## src/rtl/led_pkg.sv

```systemverilog
// Shared types and the pattern seed helper for the LED pattern generator.
package led_pkg;

    localparam int MAX_LEDS = 64;

    typedef enum logic [1:0] {
        MODE_COUNT = 2'd0,
        MODE_SCAN  = 2'd1,
        MODE_BLINK = 2'd2,
        MODE_HOLD  = 2'd3
    } led_mode_e;

    typedef enum logic {
        DIR_UP   = 1'b0,
        DIR_DOWN = 1'b1
    } led_dir_e;

    // Value loaded into the bank when a pattern is entered; HOLD keeps what is shown.
    function automatic logic [MAX_LEDS-1:0] led_seed(input led_mode_e m, input int n,
                                                     input logic [MAX_LEDS-1:0] cur);
        case (m)
            MODE_COUNT: led_seed = '0;
            MODE_SCAN:  led_seed = MAX_LEDS'(1);
            MODE_BLINK: led_seed = {MAX_LEDS{1'b1}} >> (MAX_LEDS - n);
            default:    led_seed = cur;
        endcase
    endfunction

endpackage

```

## src/rtl/led_prescaler.sv

```systemverilog
// Divides hwclk by DIV; step is high on the last count of each enabled period.
module led_prescaler #(
    parameter int DIV = 12000000
) (
    input  logic hwclk,
    input  logic rst_n,
    input  logic en,
    output logic step
);

    localparam int PW = (DIV > 1) ? $clog2(DIV) : 1;
    localparam logic [PW-1:0] LAST = PW'(DIV - 1);

    logic [PW-1:0] pcnt;

    assign step = en && (pcnt == LAST);

    always_ff @(posedge hwclk or negedge rst_n) begin
        if (!rst_n) begin
            pcnt <= '0;
        end else if (en) begin
            pcnt <= (pcnt == LAST) ? '0 : pcnt + 1'b1;
        end
    end

endmodule

```

## src/rtl/led_pattern_gen.sv

```systemverilog
// LED pattern generator: steps COUNT/SCAN/BLINK/HOLD patterns at the prescaled tick rate.
module led_pattern_gen
    import led_pkg::*;
#(
    parameter int N_LEDS  = 8,
    parameter int CLK_HZ  = 12000000,
    parameter int TICK_HZ = 1
) (
    input  logic              hwclk,
    input  logic              rst_n,
    input  logic              en,
    input  logic [1:0]        mode,
    output logic [N_LEDS-1:0] leds,
    output logic              tick
);

    localparam int TICK_DIV = CLK_HZ / TICK_HZ;

    led_mode_e         mode_in;
    led_mode_e         mode_q;
    led_dir_e          dir;
    logic              step;
    logic [N_LEDS-1:0] seed_val;
    logic [N_LEDS-1:0] scan_next;

    led_prescaler #(.DIV(TICK_DIV)) u_prescaler (
        .hwclk (hwclk),
        .rst_n (rst_n),
        .en    (en),
        .step  (step)
    );

    assign mode_in   = led_mode_e'(mode);
    assign seed_val  = N_LEDS'(led_seed(mode_in, N_LEDS, MAX_LEDS'(leds)));
    assign scan_next = (dir == DIR_UP) ? (leds << 1) : (leds >> 1);

    // NOTE: async reset in the sensitivity list and <= throughout, so every flop
    // samples pre-edge values and clears without waiting for hwclk.
    always_ff @(posedge hwclk or negedge rst_n) begin
        if (!rst_n) begin
            leds   <= '0;
            mode_q <= MODE_COUNT;
            dir    <= DIR_UP;
            tick   <= 1'b0;
        end else begin
            tick <= step;
            if (step) begin
                if (mode_in != mode_q) begin
                    // A mode switch spends its step loading the seed, not advancing.
                    mode_q <= mode_in;
                    leds   <= seed_val;
                    dir    <= DIR_UP;
                end else begin
                    case (mode_q)
                        MODE_COUNT: leds <= leds + 1'b1;
                        MODE_SCAN: begin
                            leds <= scan_next;
                            if (scan_next[N_LEDS-1])
                                dir <= DIR_DOWN;
                            else if (scan_next[0])
                                dir <= DIR_UP;
                        end
                        MODE_BLINK: leds <= ~leds;
                        MODE_HOLD:  leds <= leds;
                    endcase
                end
            end
        end
    end

endmodule

```

## config.mk

```make
export PLATFORM = sky130hd
export DESIGN_NAME = led_pattern_gen
export DESIGN_NICKNAME = d
export VERILOG_FILES = /design/src/rtl/led_pkg.sv /design/src/rtl/led_prescaler.sv /design/src/rtl/led_pattern_gen.sv
export SDC_FILE = /design/constraint.sdc
export NUM_CORES = 1
export LEC_CHECK = 0
export BUFFER_PORTS_ARGS = -buffer_cell sky130_fd_sc_hd__buf_2
export CAP_MARGIN = 20
export CELL_PAD_IN_SITES_DETAIL_PLACEMENT = 1
export CELL_PAD_IN_SITES_GLOBAL_PLACEMENT = 2
export CORE_MARGIN = 10
export CORE_UTILIZATION = 40
export CTS_BUF_LIST = sky130_fd_sc_hd__clkbuf_4 sky130_fd_sc_hd__clkbuf_8
export DETAILED_ROUTE_END_ITERATION = 8
export MAX_ROUTING_LAYER = met4
export PLACE_DENSITY_LB_ADDON = 0.2
export SLEW_MARGIN = 20
export SYNTH_ARGS = -nofsm -noshare
export SYNTH_HDL_FRONTEND = slang
export SYNTH_HIERARCHICAL = 1
export SYNTH_SLANG_ARGS = --single-unit
```

## constraint.sdc

```tcl
create_clock -name hwclk -period 3.5 [get_ports hwclk]
set_clock_uncertainty 0.05 [all_clocks]
set_input_delay 0.7 -clock hwclk [delete_from_list [all_inputs] [get_ports hwclk]]
set_output_delay 0.7 -clock hwclk [all_outputs]
set_load 0.005 [all_outputs]
```

==> flow_metrics.py, run 1 <==
metrics = {
    "outcome": {
        "status": "finished, final reports clean",
    },
    "final_layout": {
        "fillCellCount": 653,
        "utilization_pct": 44.67,
        "layout-drive-gt1-share_pct": 13.49,
        "register_area_um2": 900.9,
        "final_cells": 324,
        "nNetsFinal": 265,
        "diodes": 0,
        "multiInputGateArea_mm2": 0.001254,
        "area_growth_pct": 8.022,
    },
    "timing": {
        "maxSlewHeadroom_pct": 44.82,
        "rsz0062_at_grt": "false",
        "max_clock_freq_ghz": 0.3752,
        "slew_violations": 0,
        "setup_violations": 0,
        "tightest_slew_ns": 0.8277,
        "period_share_pct": 76.15,
        "setup_tns_ns": 0,
        "hold_ws_ns": 0.4443,
        "fin_crit_ns": 2.665,
        "finalHoldViolations": 0,
    },
    "route": {
        "vias": 1845,
        "wl_per_cell_um": 16.98,
        "first_iter_violations": 59,
        "antenna_left": 0,
        "via_per_inst": 5.694,
        "drt_wl_total_um": 5502,
        "detail_route.first_pass.iterations": 4,
        "drc_errors": 0,
    },
    "pwr": {
        "irDropWorstVdd_mv": 0.1428,
        "p_sw_mw": 0.2242,
        "leakage_nw": 1.116,
        "p_total_mw": 0.8808,
        "power_density_mw_per_mm2": 358.1,
        "p_int_mw": 0.6566,
        "sw_frac_of_total_pct": 25.46,
        "clkPwrFrac_pct": 36.1,
        "combPwrFrac_pct": 9.1,
        "p_seq_share_pct": 54.8,
    },
    "synth": {
        "synth_edf_count": 0,
        "postSynthAreaPerCell_um2": 9.371,
        "syn-cell-area_mm2": 0.002277,
        "yosysTopAreaCell": "dfrtp_1",
        "synth-seq-cells": 36,
        "synth_top_area_share_pct": 39.56,
        "synth_nets": 257,
        "ys_async_sr_fraction_pct": 100.0,
        "ys.flop_type": "dfrtp_1",
        "yosysUniqueCellTypes": 50,
        "yosysWarnings": 6,
        "ys_seq_area_share_pct": 39.56,
        "synth.area.top_cells": "dfrtp_1 (40%), ha_1 (4.9%), xor2_1 (4.6%)",
        "netlist_instances": 243,
    },
    "place": {
        "dp_hpwl_um": 3972,
        "numPortBuffers": 13,
        "gp_congestion": 0.7684,
        "dp_cells": 316,
    },
    "setup_path": {
        "arrival_ns": 2.79,
        "r2r_slack_ns": 0.83,
        "start_kind": "flop",
        "worstSetupPathType": "reg -> reg",
        "critPathRequiredTime_ns": 3.62,
        "path_max_fanout": 11,
        "crit_path_end_kind": "flop",
    },
    "cts": {
        "cts_buffers": 5,
        "clk_latency_ns": 0.29,
        "cts_setup_buffers": 0,
        "htreeDepth": 2,
        "clk_pin_slew_worst_paths_ns": 0.07,
        "tritoncts": "built",
        "cts_root_buf": "clkbuf_8",
        "cts_sinks": 36,
        "ctsResizeCount": 0,
        "clk_path_buf_depth": 2,
        "hold_buffers": 0,
    },
    "floorplanning": {
        "dieArea_mm2": 0.009111,
        "coreArea_mm2": 0.005507,
        "row_count": 27,
        "start_util_pct": 41.35,
        "die_w_um": 95.45,
        "ios": 14,
        "die_h_um": 95.45,
    },
    "global_route": {
        "grt_max_degree": 37,
        "grtUsageTotal_pct": 13.69,
        "grt_pass1_vias": 1938,
        "grt_overflow_total": 0,
        "grt_pass1_wl_um": 9735,
        "antenna_found_initial": 0,
    },
    "worst_hold_path": {
        "hold_path.class": "reg -> reg",
    },
    "run": {
        "maxCapViolCount": 0,
    },
}
metrics by stage:
| stage | worst slack, ns | cell area [um^2] |
|---|---|---|
| 3_5_place_dp | 0.7452 | 2362 |
| 3_3_place_gp | 0.7866 | 2362 |
| 2_1_floorplan | 0.8170 | 2277 |
| 6_report | 0.8348 | 2460 |
| 5_1_grt | 0.5263 | 2460 |
| 4_1_cts | 0.7992 | 2460 |
worst max-delay path, cell delays in order, from the launching register on:
cell and delay (ns):
dfrtp_1 0.41, nor4b_1 0.40, nand4_1 0.18, nor3_1 0.22
buf_4 0.19, nor4b_1 0.43, a31o_1 0.35, mux2_4 0.33
power groups by stage:
stage	combinational [mW]	sequential, mW	clock, mW
final	0.0800	0.483	0.318
after global routing	0.0966	0.490	0.349
after CTS	0.0824	0.482	0.328
after detailed placement	0.0823	0.490	0
after global placement	0.0797	0.491	0
after floorplan	0.0630	0.482	0
final timing paths:
path                                       from                   end  cells past startpoint
max in group asynchronous                 rst_n               leds[6]                      1
max reg2reg                u_prescaler/pcnt[13]               leds[0]                      7
min reg2reg                u_prescaler/pcnt[10]  u_prescaler/pcnt[10]                      1
min in group asynchronous                 rst_n   u_prescaler/pcnt[4]                      1
max                        u_prescaler/pcnt[13]               leds[0]                      7
min                        u_prescaler/pcnt[10]  u_prescaler/pcnt[10]                      1
synthesized netlist by cell type, drive strengths merged, types with 2 or more instances:
master,number
nand2b,5
nand3,13
and3,5
or2,2
nand4,12
xnor2,5
a311oi,2
o31ai,4
nand2,23
or4,3
a21oi,9
a31oi,3
nor2,12
mux2i,4
a2bb2oi,6
mux2,4
nor4bb,2
inv,10
ha,9
dfrtp,36
and4,5
o22ai,5
buf,8
xor2,12
nor4b,2
or3,5
nor3,7
clkbuf,6
o21ai,11
registers in the layout, indices dropped and copies added, names as in the netlist:
name / flops
u_prescaler/pcnt: 24
leds: 8
dir: 1
tick: 1
mode_q: 2
layout make-up:
cell class	count	area share [%]
inverters	10	1.526
multi-input cells	183	50.97
flip-flops and latches	36	36.62
repair buffers	15	3.255
well taps	72	3.662
clock buffers	8	3.967
logic make-up after synthesis:
family | after synthesis | share of synthesized area [%]
buffers and inverters | 24 | 5.385
AND/OR/NAND/NOR | 100 | 25.22
multiplexers | 8 | 3.901
flip-flops | 36 | 39.56
AO/OA/AOI/OAI | 49 | 14.45
XOR/XNOR | 17 | 6.538
adder cells (fa/ha/maj) | 9 | 4.945
per-layer routing:
| metal | vias up | track usage (%) | wire length, um |
|---|---|---|---|
| met5 | - | - | 0 |
| met1 | 920 | 16.78 | 2611 |
| met2 | 14 | 22.10 | 2719 |
| met4 | 0 | 3.440 | 59 |
| li1 | 905 | - | - |
| met3 | 6 | 3.378 | 112 |
cells in the final DEF (no fill, tap or decap), types with 6 or more instances in the layout:
cell type  count
nand2_1       23
o21ai_0       11
nand4_1       10
nand3_1       11
a21oi_1        9
ha_1           9
xor2_1        12
a2bb2oi_1      6
clkbuf_8       6
nor2_1        12
inv_1         10
buf_2         13
nor3_1         7
dfrtp_1       36
Note: power is estimated with default switching activity, not from simulation.
==> inputs of run 2 (changes only) <==
==> constraint.sdc (replaced) <==
create_clock -name hwclk -period 2.6 [get_ports hwclk]
set_clock_uncertainty 0.05 [all_clocks]
set_input_delay 0.52 -clock hwclk [delete_from_list [all_inputs] [get_ports hwclk]]
set_output_delay 0.52 -clock hwclk [all_outputs]
set_load 0.005 [all_outputs]
==> run 2 against run 1 <==
Cell area grew 2.1%. Count of clock-buffer cells in the layout is 3 lower. Fmax grew 12%. Flip-flop and latch count did not move. Final cell count is 1.5% higher. Hold slack worse by 0.18 ns. Worst setup slack worse by 0.61 ns. Core utilization rose by 0.93 points. Non-clock buffer count up 5. Combinational power is 37% higher. Global-route usage decreased by 0.28 points. Largest cell class unchanged. Highest routed layer unchanged.
==> flow_metrics.py, run 2 (synthesis results as in run 1) <==
metrics = {
    "place": {
        "dp_hpwl_um": 3872,
        "dp_cells": 321,
        "gp_congestion": 0.7836,
        "numPortBuffers": 13,
    },
    "setup_path": {
        "path_buf_inv": 0,
        "max_stage_delay_ns": 0.41,
        "critPathRequiredTime_ns": 2.73,
        "start_kind": "flop",
        "r2r_slack_ns": 0.22,
        "path_cells": "nor4b_1, nand4_1, nor3_1, nor4b_1, a31o_1, mux2_4",
        "reg2reg_depth": 6,
        "path_common_cell": "nor4b_1",
        "slowest_stage": "dfrtp_1",
        "arrival_ns": 2.51,
        "path_depth": 6,
        "crit_path_end_kind": "flop",
        "crit_family": "simple AND/OR/NAND/NOR gates",
        "path_max_fanout": 3,
        "worstSetupPathType": "reg -> reg",
        "r2r_end": "leds[0]",
        "timing.rr.start": "u_prescaler/pcnt[13]",
    },
    "cts": {
        "clk_pin_slew_worst_paths_ns": 0.08,
        "ctsResizeCount": 0,
        "cts_sinks": 36,
        "cts_root_buf": "clkbuf_8",
        "tritoncts": "built",
        "htreeDepth": 2,
        "clk_latency_ns": 0.29,
        "cts_buffers": 5,
        "cts_setup_buffers": 0,
        "clk_path_buf_depth": 2,
        "hold_buffers": 0,
    },
    "floorplanning": {
        "die_h_um": 95.45,
        "dieArea_mm2": 0.009111,
        "ios": 14,
        "coreArea_mm2": 0.005507,
        "die_w_um": 95.45,
        "start_util_pct": 41.35,
        "row_count": 27,
    },
    "timing": {
        "rsz0062_at_grt": "false",
        "slew_violations": 0,
        "setup_violations": 0,
        "period_share_pct": 91.38,
        "fin_crit_ns": 2.376,
        "max_clock_freq_ghz": 0.4209,
        "setup_tns_ns": 0,
        "maxSlewHeadroom_pct": 46.35,
        "tightest_slew_ns": 0.8047,
        "finalHoldViolations": 0,
    },
    "route": {
        "detail_route.first_pass.iterations": 4,
        "antenna_left": 0,
        "vias": 1866,
        "wl_per_cell_um": 16.52,
        "drt_wl_total_um": 5436,
        "drc_errors": 0,
        "first_iter_violations": 55,
        "via_per_inst": 5.672,
    },
    "final_layout": {
        "fillCellCount": 635,
        "largest_register": "u_prescaler/pcnt",
        "largest_reg_flops": 24,
        "layout-drive-gt1-share_pct": 15.18,
        "final_cells": 329,
        "nNetsFinal": 270,
        "diodes": 0,
        "layout_commonest_cell": "dfrtp_1",
        "multiInputGateArea_mm2": 0.001254,
        "final_cell_mix": "dfrtp_1 (36), nand2_1 (23), buf_2 (13), xor2_1 (12), nor2_1 (12)",
        "reg_top3": "u_prescaler/pcnt (24), leds (8), mode_q (2)",
        "register_area_um2": 900.9,
        "area_growth_pct": 10.27,
    },
    "global_route": {
        "grt_pass1_vias": 1854,
        "grtUsageTotal_pct": 13.42,
        "grt_overflow_total": 0,
        "grt_pass1_wl_um": 9542,
        "grt_max_degree": 37,
        "antenna_found_initial": 0,
    },
    "run": {
        "maxCapViolCount": 0,
    },
    "worst_hold_path": {
        "hold_path.class": "in -> async",
    },
    "pwr": {
        "power_density_mw_per_mm2": 501.9,
        "irDropWorstVdd_mv": 0.2825,
        "leakage_nw": 1.144,
        "p_total_mw": 1.260,
    },
    "outcome": {
        "status": "finished, final reports clean",
    },
}
==> run 2: cell types whose count changed in the layout (fill, tap and decap cells not counted), sizes merged <==
cell	delta
buf	+5
clkbuf	-3
bufinv	+1
clkinv	+1
clkinvlp	+1
==> run 2: power breakdown <==
part	total, mW	leakage (nW)	switching [mW]	internal [mW]
registers	0.652	0.473	0.0503	0.601
clock network	0.499	0.0541	0.215	0.284
logic	0.110	0.617	0.0634	0.0463
==> run 2: worst max path at each step <==
stage	from	endpoint	slack (ns)
final	u_prescaler/pcnt[13]	leds[0]	0.22
after global routing	u_prescaler/pcnt[22]	leds[2]	0.02
after CTS	u_prescaler/pcnt[13]	leds[0]	0.21
after detailed placement	u_prescaler/pcnt[13]	leds[0]	0.22
after global placement	u_prescaler/pcnt[13]	leds[0]	0.33
after floorplan	u_prescaler/pcnt[13]	leds[0]	0.09
==> run 2: metrics by stage <==
stage / util (%) / instance area [um^2] / hold WS (ns) / setup WS [ns]
6_report: 45.60 / 2511 / 0.2610 / 0.2241
5_1_grt: 45.60 / 2511 / 0.3197 / 0.02310
4_1_cts: 45.60 / 2511 / 0.2961 / 0.2070
3_5_place_dp: 43.58 / 2400 / 0.4301 / 0.2191
3_3_place_gp: 43.58 / 2400 / 0.4304 / 0.3273
2_1_floorplan: - / 2277 / 0.1744 / 0.09464
==> run 2: routing by layer <==
metal	part of all wire, %	vias to the layer above	track usage, %
li1	-	919	-
met1	49	923	17.31
met2	48	17	20.45
met3	1.9	7	2.671
met4	1.4	0	4.668
met5	0	-	-
==> run 2: layout make-up <==
type | instances | area share [%]
Clock buffer | 5 | 2.740
Sequential cell | 36 | 35.87
Multi-Input combinational cell | 183 | 49.93
Inverter | 10 | 1.495
Timing Repair Buffer | 20 | 4.684
Clock inverter | 3 | 1.694
Tap cell | 72 | 3.587
==> run 2: worst reg2reg max path, stage by stage, from the launching register on <==
cell	delay [ns]
dfrtp_1	0.41
nor4b_1	0.40
nand4_1	0.18
nor3_1	0.33
nor4b_1	0.40
a31o_1	0.20
mux2_4	0.30
==> inputs of run 3 (changes only) <==
--- a/config.mk
+++ b/config.mk
@@ -5,16 +5,18 @@
 export SDC_FILE = /design/constraint.sdc
 export NUM_CORES = 1
 export LEC_CHECK = 0
+export ABC_AREA = 1
 export BUFFER_PORTS_ARGS = -buffer_cell sky130_fd_sc_hd__buf_2
 export CAP_MARGIN = 20
 export CELL_PAD_IN_SITES_DETAIL_PLACEMENT = 1
 export CELL_PAD_IN_SITES_GLOBAL_PLACEMENT = 2
 export CORE_MARGIN = 10
-export CORE_UTILIZATION = 40
+export CORE_UTILIZATION = 39
 export CTS_BUF_LIST = sky130_fd_sc_hd__clkbuf_4 sky130_fd_sc_hd__clkbuf_8
 export DETAILED_ROUTE_END_ITERATION = 8
 export MAX_ROUTING_LAYER = met4
 export PLACE_DENSITY_LB_ADDON = 0.2
+export RECOVER_POWER = 25
 export SLEW_MARGIN = 20
 export SYNTH_ARGS = -nofsm -noshare
 export SYNTH_HDL_FRONTEND = slang
==> constraint.sdc (replaced) <==
create_clock -name hwclk -period 3 [get_ports hwclk]
set_clock_uncertainty 0.05 [all_clocks]
set_input_delay 0.6 -clock hwclk [delete_from_list [all_inputs] [get_ports hwclk]]
set_output_delay 0.6 -clock hwclk [all_outputs]
set_load 0.005 [all_outputs]
==> run 3 against run 2 <==
The run now ends with capacitance limit, slew limit left. Core utilization is 0.99 points lower. Final cell count rose by 45%. Synthesized cell count rose by 58%. Global-route usage grew 1.6 points. Sequential share of layout area decreased by 4.6 points. Flip-flop and latch count is the same. Sequential power shrank 8.7%. Combinational power up 140%. Clock power fell by 26%. Largest power group unchanged. Highest routed layer unchanged.
==> flow_metrics.py, run 3 <==
metrics = {
    "outcome": {
        "status": "complete, but fails checks",
        "violations": "capacitance limit, slew limit",
    },
    "setup_path": {
        "timing.rr.start": "u_prescaler/pcnt[0]",
        "path_max_fanout": 11,
        "critPathRequiredTime_ns": 3.12,
        "critPathLaunch": "u_prescaler/pcnt[0]",
        "reg2reg_depth": 8,
        "start_kind": "flop",
        "crit_path_end_kind": "flop",
        "worstSetupPathType": "reg -> reg",
        "r2r_slack_ns": 0.82,
        "crit_end": "leds[7]",
        "arrival_ns": 2.30,
        "r2r_end": "leds[7]",
    },
    "pwr": {
        "irDropWorstVdd_mv": 0.2734,
        "p_int_mw": 0.8305,
        "power_density_mw_per_mm2": 426.3,
        "p_seq_share_pct": 48.5,
        "sw_frac_of_total_pct": 32.40,
        "combPwrFrac_pct": 21.3,
        "leakage_nw": 1.573,
        "clkPwrFrac_pct": 30.2,
        "p_sw_mw": 0.3980,
    },
    "synth": {
        "yosysUniqueCellTypes": 32,
        "ys_seq_area_share_pct": 33.99,
        "yosysTopAreaCell": "dfrtp_1",
        "netlist_instances": 384,
        "synthAdderAreaFrac_pct": 4.249,
        "synth.most_common_cell": "nand2_1",
        "synth_xor_area_share_pct": 3.636,
        "synth_top_area_share_pct": 33.99,
        "ys_async_sr_fraction_pct": 100.0,
        "synth_nets": 398,
        "yosysWarnings": 6,
        "synth_edf_count": 0,
        "postSynthAreaPerCell_um2": 6.901,
        "ys.flop_type": "dfrtp_1",
        "synthSimpleGateAreaFrac_pct": 40.04,
        "synthMuxAreaShare_pct": 0,
        "synth_common_cells": "nand2_1 (118), inv_1 (50), nor2_1 (46), dfrtp_1 (36), nand3_1 (36)",
        "synth_compound_area_share_pct": 8.451,
        "synth.area.top_cells": "dfrtp_1 (34%), nand2_1 (17%), inv_1 (7.1%)",
        "synth_top_family_by_area": "simple AND/OR/NAND/NOR gates",
        "syn-cell-area_mm2": 0.002650,
        "synth-seq-cells": 36,
    },
    "global_route": {
        "antenna_found_initial": 0,
        "grtUsageTotal_pct": 14.98,
        "grt_pass1_wl_um": 12080,
        "grt_overflow_total": 0,
        "grt_pass1_vias": 2465,
        "grt_max_degree": 37,
    },
    "floorplanning": {
        "coreArea_mm2": 0.006459,
        "start_util_pct": 41.03,
        "dieArea_mm2": 0.01049,
        "die_h_um": 102.4,
        "ios": 14,
        "row_count": 29,
        "die_w_um": 102.4,
    },
    "final_layout": {
        "nNetsFinal": 414,
        "reg_top3": "u_prescaler/pcnt (24), leds (8), mode_q (2)",
        "fillCellCount": 887,
        "layout-drive-gt1-share_pct": 15.21,
        "diodes": 0,
        "layout_commonest_cell": "nand2_1",
        "largest_reg_flops": 24,
        "final_cell_mix": "nand2_1 (118), inv_1 (50), nor2_1 (46), nand3_1 (36), dfrtp_1 (36)",
        "area_growth_pct": 8.735,
        "largest_register": "u_prescaler/pcnt",
    },
    "route": {
        "detail_route.first_pass.iterations": 4,
        "drt_wl_total_um": 7010,
        "drc_errors": 0,
        "vias": 2386,
        "first_iter_violations": 51,
        "via_per_inst": 4.992,
        "wl_per_cell_um": 14.67,
        "antenna_left": 0,
    },
    "timing": {
        "tightest_slew_ns": 1.989,
        "setup_tns_ns": 0,
        "finalHoldViolations": 0,
        "maxSlewHeadroom_pct": -32.57,
        "hold_ws_ns": 0.4598,
        "fin_crit_ns": 2.178,
        "slew_violations": 37,
        "setup_violations": 0,
        "max_clock_freq_ghz": 0.4591,
        "rsz0062_at_grt": "false",
        "period_share_pct": 72.61,
    },
    "cts": {
        "cts_root_buf": "clkbuf_8",
        "clk_pin_slew_worst_paths_ns": 0.07,
        "tritoncts": "built",
        "clk_latency_ns": 0.28,
        "cts_sinks": 36,
        "ctsResizeCount": 0,
        "cts_buffers": 5,
        "cts_setup_buffers": 0,
        "clk_path_buf_depth": 2,
        "htreeDepth": 2,
        "hold_buffers": 0,
    },
    "place": {
        "numPortBuffers": 13,
        "gp_congestion": 0.7837,
        "dp_hpwl_um": 5531,
    },
    "worst_hold_path": {
        "hold_path.class": "reg -> reg",
    },
    "run": {
        "maxCapViolCount": 1,
    },
}
==> run 3: cell types whose count changed after synthesis, sizes merged, moves of 6 or more <==
cell / before / now
inv: 10 / 60
a2bb2oi: 6 / 0
nor2: 12 / 57
nand3: 13 / 39
nand2: 23 / 126
nand4: 12 / 4
==> run 3: power groups by stage <==
| stage | sequential (mW) | combinational, mW | clock (mW) |
|---|---|---|---|
| 6_report | 0.595 | 0.262 | 0.371 |
| 5_1_grt | 0.606 | 0.305 | 0.409 |
| 4_1_cts | 0.596 | 0.268 | 0.387 |
| 3_5_place_dp | 0.605 | 0.266 | 0 |
| 3_3_place_gp | 0.601 | 0.266 | 0 |
| 2_1_floorplan | 0.588 | 0.196 | 0 |
==> run 3: how the worst min path moves through the flow <==
stage	slack, ns	startpoint	to	cells past startpoint
after global placement	0.44	u_prescaler/pcnt[4]	u_prescaler/pcnt[4]	1
after floorplan	0.25	rst_n	dir	0
after detailed placement	0.45	u_prescaler/pcnt[4]	u_prescaler/pcnt[4]	1
after global routing	0.50	u_prescaler/pcnt[4]	u_prescaler/pcnt[4]	1
final	0.46	u_prescaler/pcnt[4]	u_prescaler/pcnt[4]	1
after CTS	0.39	rst_n	u_prescaler/pcnt[17]	1
==> run 3: area by class of cell <==
cell class / instances / area (um^2) / area share [%]
timing repair buffer: 13 / 63.81 / 2.215
multi-input combinational: 283 / 1494 / 51.85
inverter: 61 / 229.0 / 7.946
tap: 77 / 96.34 / 3.343
clock buffer: 8 / 97.59 / 3.387
sequential: 36 / 900.9 / 31.26
==> run 3: cells by family after synthesis <==
family,after synthesis
flops,36
compound gates,34
buf+inv,65
xor+xnor,11
simple gates,229
fa+ha+maj,9
==> run 3: routing by layer <==
metal  share of wire, %  track usage, %  vias to the layer above  wire, um
li1                   -               -                     1225         -
met4                1.1           4.013                        0        80
met2                 44           21.98                       21      3105
met1                 52           20.62                     1133      3657
met3                2.4           2.632                        7       166
met5                  0               -                        -         0
==> run 3: worst max-delay path, cell delays in order (launching register included) <==
cell and delay, ns:
dfrtp_1 0.39, ha_1 0.24, nand3_1 0.11, nor2_2 0.22, nand3_1 0.12, nor2_2 0.40, nand3_4 0.24, nor2_8 0.23
a21oi_2 0.08
==> run 3: through the flow <==
step	power (mW)	cells	util, %	area, um^2	setup slack [ns]
floorplan	0.7839	384	-	2650	1.143
global route	1.320	478	44.61	2882	0.4894
CTS	1.252	478	44.63	2883	0.8055
finish	1.228	478	44.61	2882	0.8217
detailed placement	0.8710	470	43.12	2785	0.7944
global placement	0.8672	470	43.12	2785	0.9382
